**src/rtl/reaction_round_ctrl.sv**
```systemverilog
// Reaction-time game round sequencer: random wait, timed GO window, result hold.
// Ports:
//   clk          system clock
//   reset        synchronous active-low reset
//   start        start a round (honoured in IDLE and DONE only)
//   button       synchronised player button, active-high level
//   led_go       high while the GO window is open
//   busy         high during WAIT or GO
//   wait_ms      random wait target of the current/last round
//   result_ms    measured reaction time in ms
//   result_valid one-cycle pulse on DONE entry
//   false_start  last round ended by a press during WAIT
//   timeout      last round ended with no press in the GO window
module reaction_round_ctrl #(
    parameter int CLKS_PER_MS = 50000,
    parameter int MIN_WAIT_MS = 1000,
    parameter int WAIT_BITS   = 12,
    parameter int TIMEOUT_MS  = 2000,
    localparam int WW = $clog2(MIN_WAIT_MS + 2**WAIT_BITS),
    localparam int RW = $clog2(TIMEOUT_MS + 1)
) (
    input  logic          clk,
    input  logic          reset,
    input  logic          start,
    input  logic          button,
    output logic          led_go,
    output logic          busy,
    output logic [WW-1:0] wait_ms,
    output logic [RW-1:0] result_ms,
    output logic          result_valid,
    output logic          false_start,
    output logic          timeout
);

    localparam int CW = (WW > RW) ? WW : RW;
    localparam int PW = (CLKS_PER_MS > 1) ? $clog2(CLKS_PER_MS) : 1;

    localparam logic [PW-1:0] PS_LAST = PW'(CLKS_PER_MS - 1);
    localparam logic [CW-1:0] TO_LAST = CW'(TIMEOUT_MS - 1);
    localparam logic [RW-1:0] TO_VAL  = RW'(TIMEOUT_MS);
    localparam logic [WW-1:0] MIN_W   = WW'(MIN_WAIT_MS);

    typedef enum logic [1:0] {
        S_IDLE,
        S_WAIT,
        S_GO,
        S_DONE
    } state_t;

    state_t          state_q, state_d;
    logic [PW-1:0]   ps_q, ps_d;
    logic [CW-1:0]   ms_q, ms_d;
    logic [WW-1:0]   wait_q, wait_d;
    logic [RW-1:0]   res_q, res_d;
    logic            fs_q, fs_d;
    logic            to_q, to_d;
    logic            rv_q, rv_d;
    logic [11:0]     lfsr_q, lfsr_d;
    logic            button_q;

    logic            ms_tick;
    logic            press;
    logic [CW-1:0]   ms_inc;
    logic            lfsr_fb;

    assign ms_tick = (ps_q == PS_LAST);
    assign press   = button & ~button_q;
    assign ms_inc  = ms_q + CW'(1);
    assign lfsr_fb = lfsr_q[11] ^ lfsr_q[5] ^ lfsr_q[3] ^ lfsr_q[0];

    always_comb begin
        state_d = state_q;
        ps_d    = ps_q;
        ms_d    = ms_q;
        wait_d  = wait_q;
        res_d   = res_q;
        fs_d    = fs_q;
        to_d    = to_q;
        rv_d    = 1'b0;
        lfsr_d  = {lfsr_q[10:0], lfsr_fb};

        unique case (state_q)
            S_IDLE, S_DONE: begin
                if (start) begin
                    state_d = S_WAIT;
                    wait_d  = MIN_W + WW'(lfsr_q[WAIT_BITS-1:0]);
                    fs_d    = 1'b0;
                    to_d    = 1'b0;
                    res_d   = '0;
                end
            end
            S_WAIT: begin
                // press wins over a coincident ms_tick
                if (press) begin
                    state_d = S_DONE;
                    fs_d    = 1'b1;
                    res_d   = '0;
                    rv_d    = 1'b1;
                end else if (ms_tick) begin
                    // compare ms_cnt+1 to avoid wait_ms-1 underflow
                    if (ms_inc == CW'(wait_q)) begin
                        state_d = S_GO;
                    end else begin
                        ms_d = ms_inc;
                    end
                end
            end
            S_GO: begin
                if (press) begin
                    state_d = S_DONE;
                    res_d   = RW'(ms_q);
                    rv_d    = 1'b1;
                end else if (ms_tick) begin
                    if (ms_q == TO_LAST) begin
                        state_d = S_DONE;
                        to_d    = 1'b1;
                        res_d   = TO_VAL;
                        rv_d    = 1'b1;
                    end else begin
                        ms_d = ms_inc;
                    end
                end
            end
            default: begin
                state_d = S_IDLE;
            end
        endcase

        // timebase only runs in WAIT/GO and restarts on every transition
        if ((state_d != state_q) ||
            !((state_q == S_WAIT) || (state_q == S_GO))) begin
            ps_d = '0;
            ms_d = '0;
        end else if (ms_tick) begin
            ps_d = '0;
        end else begin
            ps_d = ps_q + PW'(1);
        end
    end

    always_ff @(posedge clk) begin
        if (!reset) begin
            state_q  <= S_IDLE;
            ps_q     <= '0;
            ms_q     <= '0;
            wait_q   <= '0;
            res_q    <= '0;
            fs_q     <= 1'b0;
            to_q     <= 1'b0;
            rv_q     <= 1'b0;
            lfsr_q   <= 12'hACE;
            button_q <= 1'b0;
        end else begin
            state_q  <= state_d;
            ps_q     <= ps_d;
            ms_q     <= ms_d;
            wait_q   <= wait_d;
            res_q    <= res_d;
            fs_q     <= fs_d;
            to_q     <= to_d;
            rv_q     <= rv_d;
            lfsr_q   <= lfsr_d;
            button_q <= button;
        end
    end

    assign led_go       = (state_q == S_GO);
    assign busy         = (state_q == S_WAIT) || (state_q == S_GO);
    assign wait_ms      = wait_q;
    assign result_ms    = res_q;
    assign result_valid = rv_q;
    assign false_start  = fs_q;
    assign timeout      = to_q;

endmodule
```
**config.mk**
```make
export PLATFORM = sky130hd
export DESIGN_NAME = reaction_round_ctrl
export DESIGN_NICKNAME = d
export VERILOG_FILES = /design/src/rtl/reaction_round_ctrl.sv
export SDC_FILE = /design/constraint.sdc
export NUM_CORES = 1
export LEC_CHECK = 0
export CORE_MARGIN = 3
export CORE_UTILIZATION = 50
export CTS_BUF_LIST = sky130_fd_sc_hd__clkbuf_4
export CTS_CLUSTER_DIAMETER = 40
export DETAILED_ROUTE_END_ITERATION = 7
export GPL_TIMING_DRIVEN = 0
export PLACE_DENSITY = 0.7
export SETUP_SLACK_MARGIN = 0.3
export SYNTH_ARGS = -nofsm -noshare
export SYNTH_HDL_FRONTEND = slang
export SYNTH_SLANG_ARGS = --single-unit
```
**constraint.sdc**
```tcl
create_clock -name clk -period 6.2 [get_ports clk]
set_input_delay 0.62 -clock clk [delete_from_list [all_inputs] [get_ports clk]]
set_output_delay 0.62 -clock clk [all_outputs]
set_load 0.005 [all_outputs]
```
==> results.md <==
Worst setup path:
- The worst setup path is launched from a register.
- By startpoint and endpoint, the worst setup path is classified as register to register.
- The kind of end point of the critical path is a register.
- Walking the worst path, the cells encountered are ha_1 -> and3_1 -> nand4_1 -> o21ai_0 -> nand2_1 -> o2111a_1 -> clkbuf_1 -> buf_1 -> nand3b_1 -> mux2i_1.
- The longest individual stage delay on the worst path is 0.62 ns.
- The worst endpoint required time is 6.48 ns.
- Data arrives at the worst endpoint at 3.43 ns.
- The highest-delay cell along the critical path is sky130_fd_sc_hd__dfxtp_1.
- The worst register-to-register path has a depth of 10.
- The peak fanout along the critical path is 10.

Synth:
- Sequential elements use 36.5% of the synthesized area.
- Of the total synthesized cell area, the portion taken by XOR and XNOR cells is 8.10%.
- The number of flops mapped to enable cells by yosys is 0.
- Yosys mapped the design onto 71 distinct sky130hd cell types.
- After Yosys synthesis, and, or, nand and nor cells account for 28.5% of the synthesized area.
- The mux contribution to synthesized area is 2.31%.
- The area share of the largest cell type after synthesis is 36.5%.
- The synthesized instance count is 444.
- The number of nets in the synthesized netlist is 453.
- The cell area after synthesis is 0.00389 sq mm.
- The synthesized area per cell is 8.77 sq um.
- The flip-flop cell with the highest count after synthesis is sky130_fd_sc_hd__dfxtp_1.
- The adder and majority cell fraction of the synthesized area is 1.61%.
- Ranked by total cell area, the synthesized netlist is headed by sky130_fd_sc_hd__dfxtp_1 37%, sky130_fd_sc_hd__nand2_1 4.2%, sky130_fd_sc_hd__xnor2_1 4.1%.
- The synthesized netlist devotes 18.6% of its cell area to compound gates.
- After synthesis the netlist holds a flip-flop and latch count of 71.
- The fraction of registers with async set/reset is 0%.
- Summed over all instances, the cell type with the most area after synthesis is sky130_fd_sc_hd__dfxtp_1.
- During synthesis, Yosys emitted a total of 0 warnings.
- By area, the combinational part of the netlist is dominated by simple AND/OR/NAND/NOR gates.

Pwr:
- Per report_power, the combinational group accounts for 35.3% of the total.
- Summed over all nets, the switching power comes to 0.458 mW.
- The analysis attributes to cell leakage a power of 1.58 nW.
- The share of total power dissipated in the clock network is 19.8%.
- The maximum vdd ir drop is 0.181 mV.
- The cell area power density is 270 mW/mm^2.
- The total internal power is 0.738 mW.
- Registers are responsible for 44.9% of the overall power.
- Overall power consumption after layout is estimated at 1.20 mW.
- The switching part of the total power is 38.3%.

Cells and area:
- Once layout is done, the placed cells without fillers occupy 0.00443 sq mm.
- The top cell types in the final layout, fill and taps aside, are 71 x sky130_fd_sc_hd__dfxtp_1, 44 x sky130_fd_sc_hd__nand2_1, 32 x sky130_fd_sc_hd__clkdlybuf4s50_1.
- The fraction of layout cells with a size suffix above 1 is 8.35%.
- The repair_antennas step left the layout with diodes totalling 0.
- Compared with the post-synthesis result, the final layout area differs by 13.9%.
- Measured on the finished design, the core utilization comes to 59.8%.
- For this run, the number of standard cells in the final layout without fillers is 590.
- The number of nets in the finished design is 496.
- The library cell used most frequently in the layout, excluding fill and tap cells, is sky130_fd_sc_hd__dfxtp_1.

STA:
- The number of setup violations in the final report is 0.
- Adding up every negative setup slack in the final design gives 0 ns.
- Setup repair after global routing left no endpoint under its margin.
- Timing would allow up to 318 MHz.
- The final max-slew violation count was 0.
- The final hold violation count came to 0.
- The final setup skew is 0.0169 ns.
- The slew at the pin with the worst max-slew slack is 0.615 ns.
- The final critical path takes up 50.8% of the cycle.
- Counting I/O delays and the setup requirement, the final critical path takes 3.15 ns.
- The worst pin sits at a relative slew slack of 58.9%.

GRT:
- The first global-routing pass estimated 15600 microns of wire.
- Global routing finished with a remaining overflow of 0.
- The number of global-route vias before repair is 3222.
- The overall routing resource usage is 22.2%.
- The number of antenna violations at the first check in global routing is 0.
- The maximum number of pins on one net before global-route repair is 12.

CTS:
- The later-pin clock latency in the skew report is 0.40 ns.
- After clock tree synthesis, the setup repair step added 0 buffers.
- The worst-case clock buffer depth is 2.
- The number of sinks driven by the clock tree is 71.
- Buffers inserted to repair hold after CTS numbered 0.
- The number of clock buffers added by TritonCTS is 9.
- The clock tree synthesis step divided the H-tree into 3 levels.
- Gates resized during post-CTS repair numbered 0.
- The clock slew at the register clock pins of the worst setup and hold paths is 0.12 ns.
- TritonCTS built the clock tree.
- The cell at the root of the clock tree is sky130_fd_sc_hd__clkbuf_4.

Placement:
- The post-place instance area is 0.00434 sq mm.
- The last weighted congestion value of the routability-driven placer is 0.892.
- The HPWL after detailed placement is 7090 microns.
- Once placement completed, the tool counted placed cells totaling 575.
- During placement, the flow inserted port buffers numbering 32.

Routing:
- In the routed design, unresolved DRC markers number 0.
- For this block, the routed nets add up to 9490 microns of wire.
- The pre-antenna-repair detailed-routing pass consisted of 8 iterations.
- After detailed routing, the met3 layer carries 623 microns of wire.
- The detail route stage leaves a number of antenna-violating nets equal to 0.
- The routed length per placed instance is 16.1 microns.
- In this run the top signal layer used is met4.
- In the routed layout, each cell is associated on average with a via count of 5.88.
- The detailed-routing wirelength on met1 is 4490 microns.
- For this block, the initial DRC count from the detailed router was 281.
- Across all layers, the routed design uses 3468 vias.
- The total length of routed met2 wires is 4200 microns.

Floorplanning:
- The area of the core is 0.00741 sq mm.
- The die covers 0.00888 sq mm.
- The initialized floorplan defines 31 standard-cell rows.
- The x dimension of the die is 94.2 microns.
- The initial cell density of the core is 52.5%.
- The die is 94.2 microns tall.
- The number of ports placed on the die boundary is 33.

Worst hold path:
- Along the worst hold path, the cell count comes to 1.
- The min-delay analysis places its worst path in the category register to register.

Outcome:
- The run finished with clean final reports.

Run:
- Max-cap violations in this run came to 0.
## power by group through the flow
stage          clock network [mW]  logic (mW)  registers (mW)
2_1_floorplan                   0       0.289           0.537
4_1_cts                     0.243       0.418           0.537
5_1_grt                     0.261       0.466           0.543
3_5_place_dp                    0       0.415           0.547
6_report                    0.237       0.422           0.537
3_3_place_gp                    0       0.411           0.546
## critical path, delay by kind of cell, from the launching register on
| kind | cells | cell delay [ns] |
|---|---|---|
| AO/OA/AOI/OAI | 2 | 0.55 |
| flip-flops | 1 | 0.62 |
| buffers and inverters | 2 | 0.48 |
| AND/OR/NAND/NOR | 4 | 0.84 |
| multiplexers | 1 | 0.12 |
| adder cells (fa/ha/maj) | 1 | 0.41 |
## cells in the mapped netlist, drive strengths merged, types with 6 or more instances
cell     n
dfxtp   71
nand2   45
nand3   29
nor2    28
xnor2   18
xor2    18
a21boi  17
clkbuf  16
nand2b  14
nand4   14
a21oi   12
buf     11
o21ai   11
inv     10
and2     9
mux2i    9
nor3     9
o211ai   9
and3     8
nand3b   7
o211a    6
o21a     6
## routing by layer
| metal | track usage [%] | vias up |
|---|---|---|
| met4 | 6.38 | 0 |
| met3 | 5.29 | 25 |
| li1 | - | 1689 |
| met2 | 33.6 | 136 |
| met5 | 0 | - |
| met1 | 31.2 | 1618 |
## metrics by stage
step	worst slack [ns]	hold WS, ns
after floorplan	3.79	0.411
after global placement	3.11	0.419
after detailed placement	3.04	0.422
after CTS	3.16	0.447
after global routing	2.89	0.470
final	3.05	0.448
## cell type report
cell class	count	area [sq um]
plain buffers	27	131
clock buffers	9	67.6
clock inverters	6	28.8
fillers	649	2980
inverters	10	37.5
multi-input cells	336	2300
flip-flops and latches	71	1420
well taps	99	124
repair buffers	32	320
## kinds of logic after synthesis
kind of cell | count (synthesis)
xor+xnor | 36
simple gates | 192
compound gates | 94
fa+ha+maj | 5
buf+inv | 37
mux | 9
flops | 71
## final timing paths
kind              startpoint         to  slack [ns]
setup / recovery     ms_q[0]   ms_q[10]        3.05
hold / removal     lfsr_q[1]  lfsr_q[2]        0.45
setup reg to reg     ms_q[0]   ms_q[10]        3.05
hold reg to reg    lfsr_q[1]  lfsr_q[2]        0.45
## registers in the layout, summed over array words and instances (netlist names)
register      cells
false_start       1
timeout           1
ms_q             13
lfsr_q           12
result_ms        11
button_q          1
ps_q             16
state_q           2
wait_ms          13
result_valid      1
(Power assumes the default switching activity.)
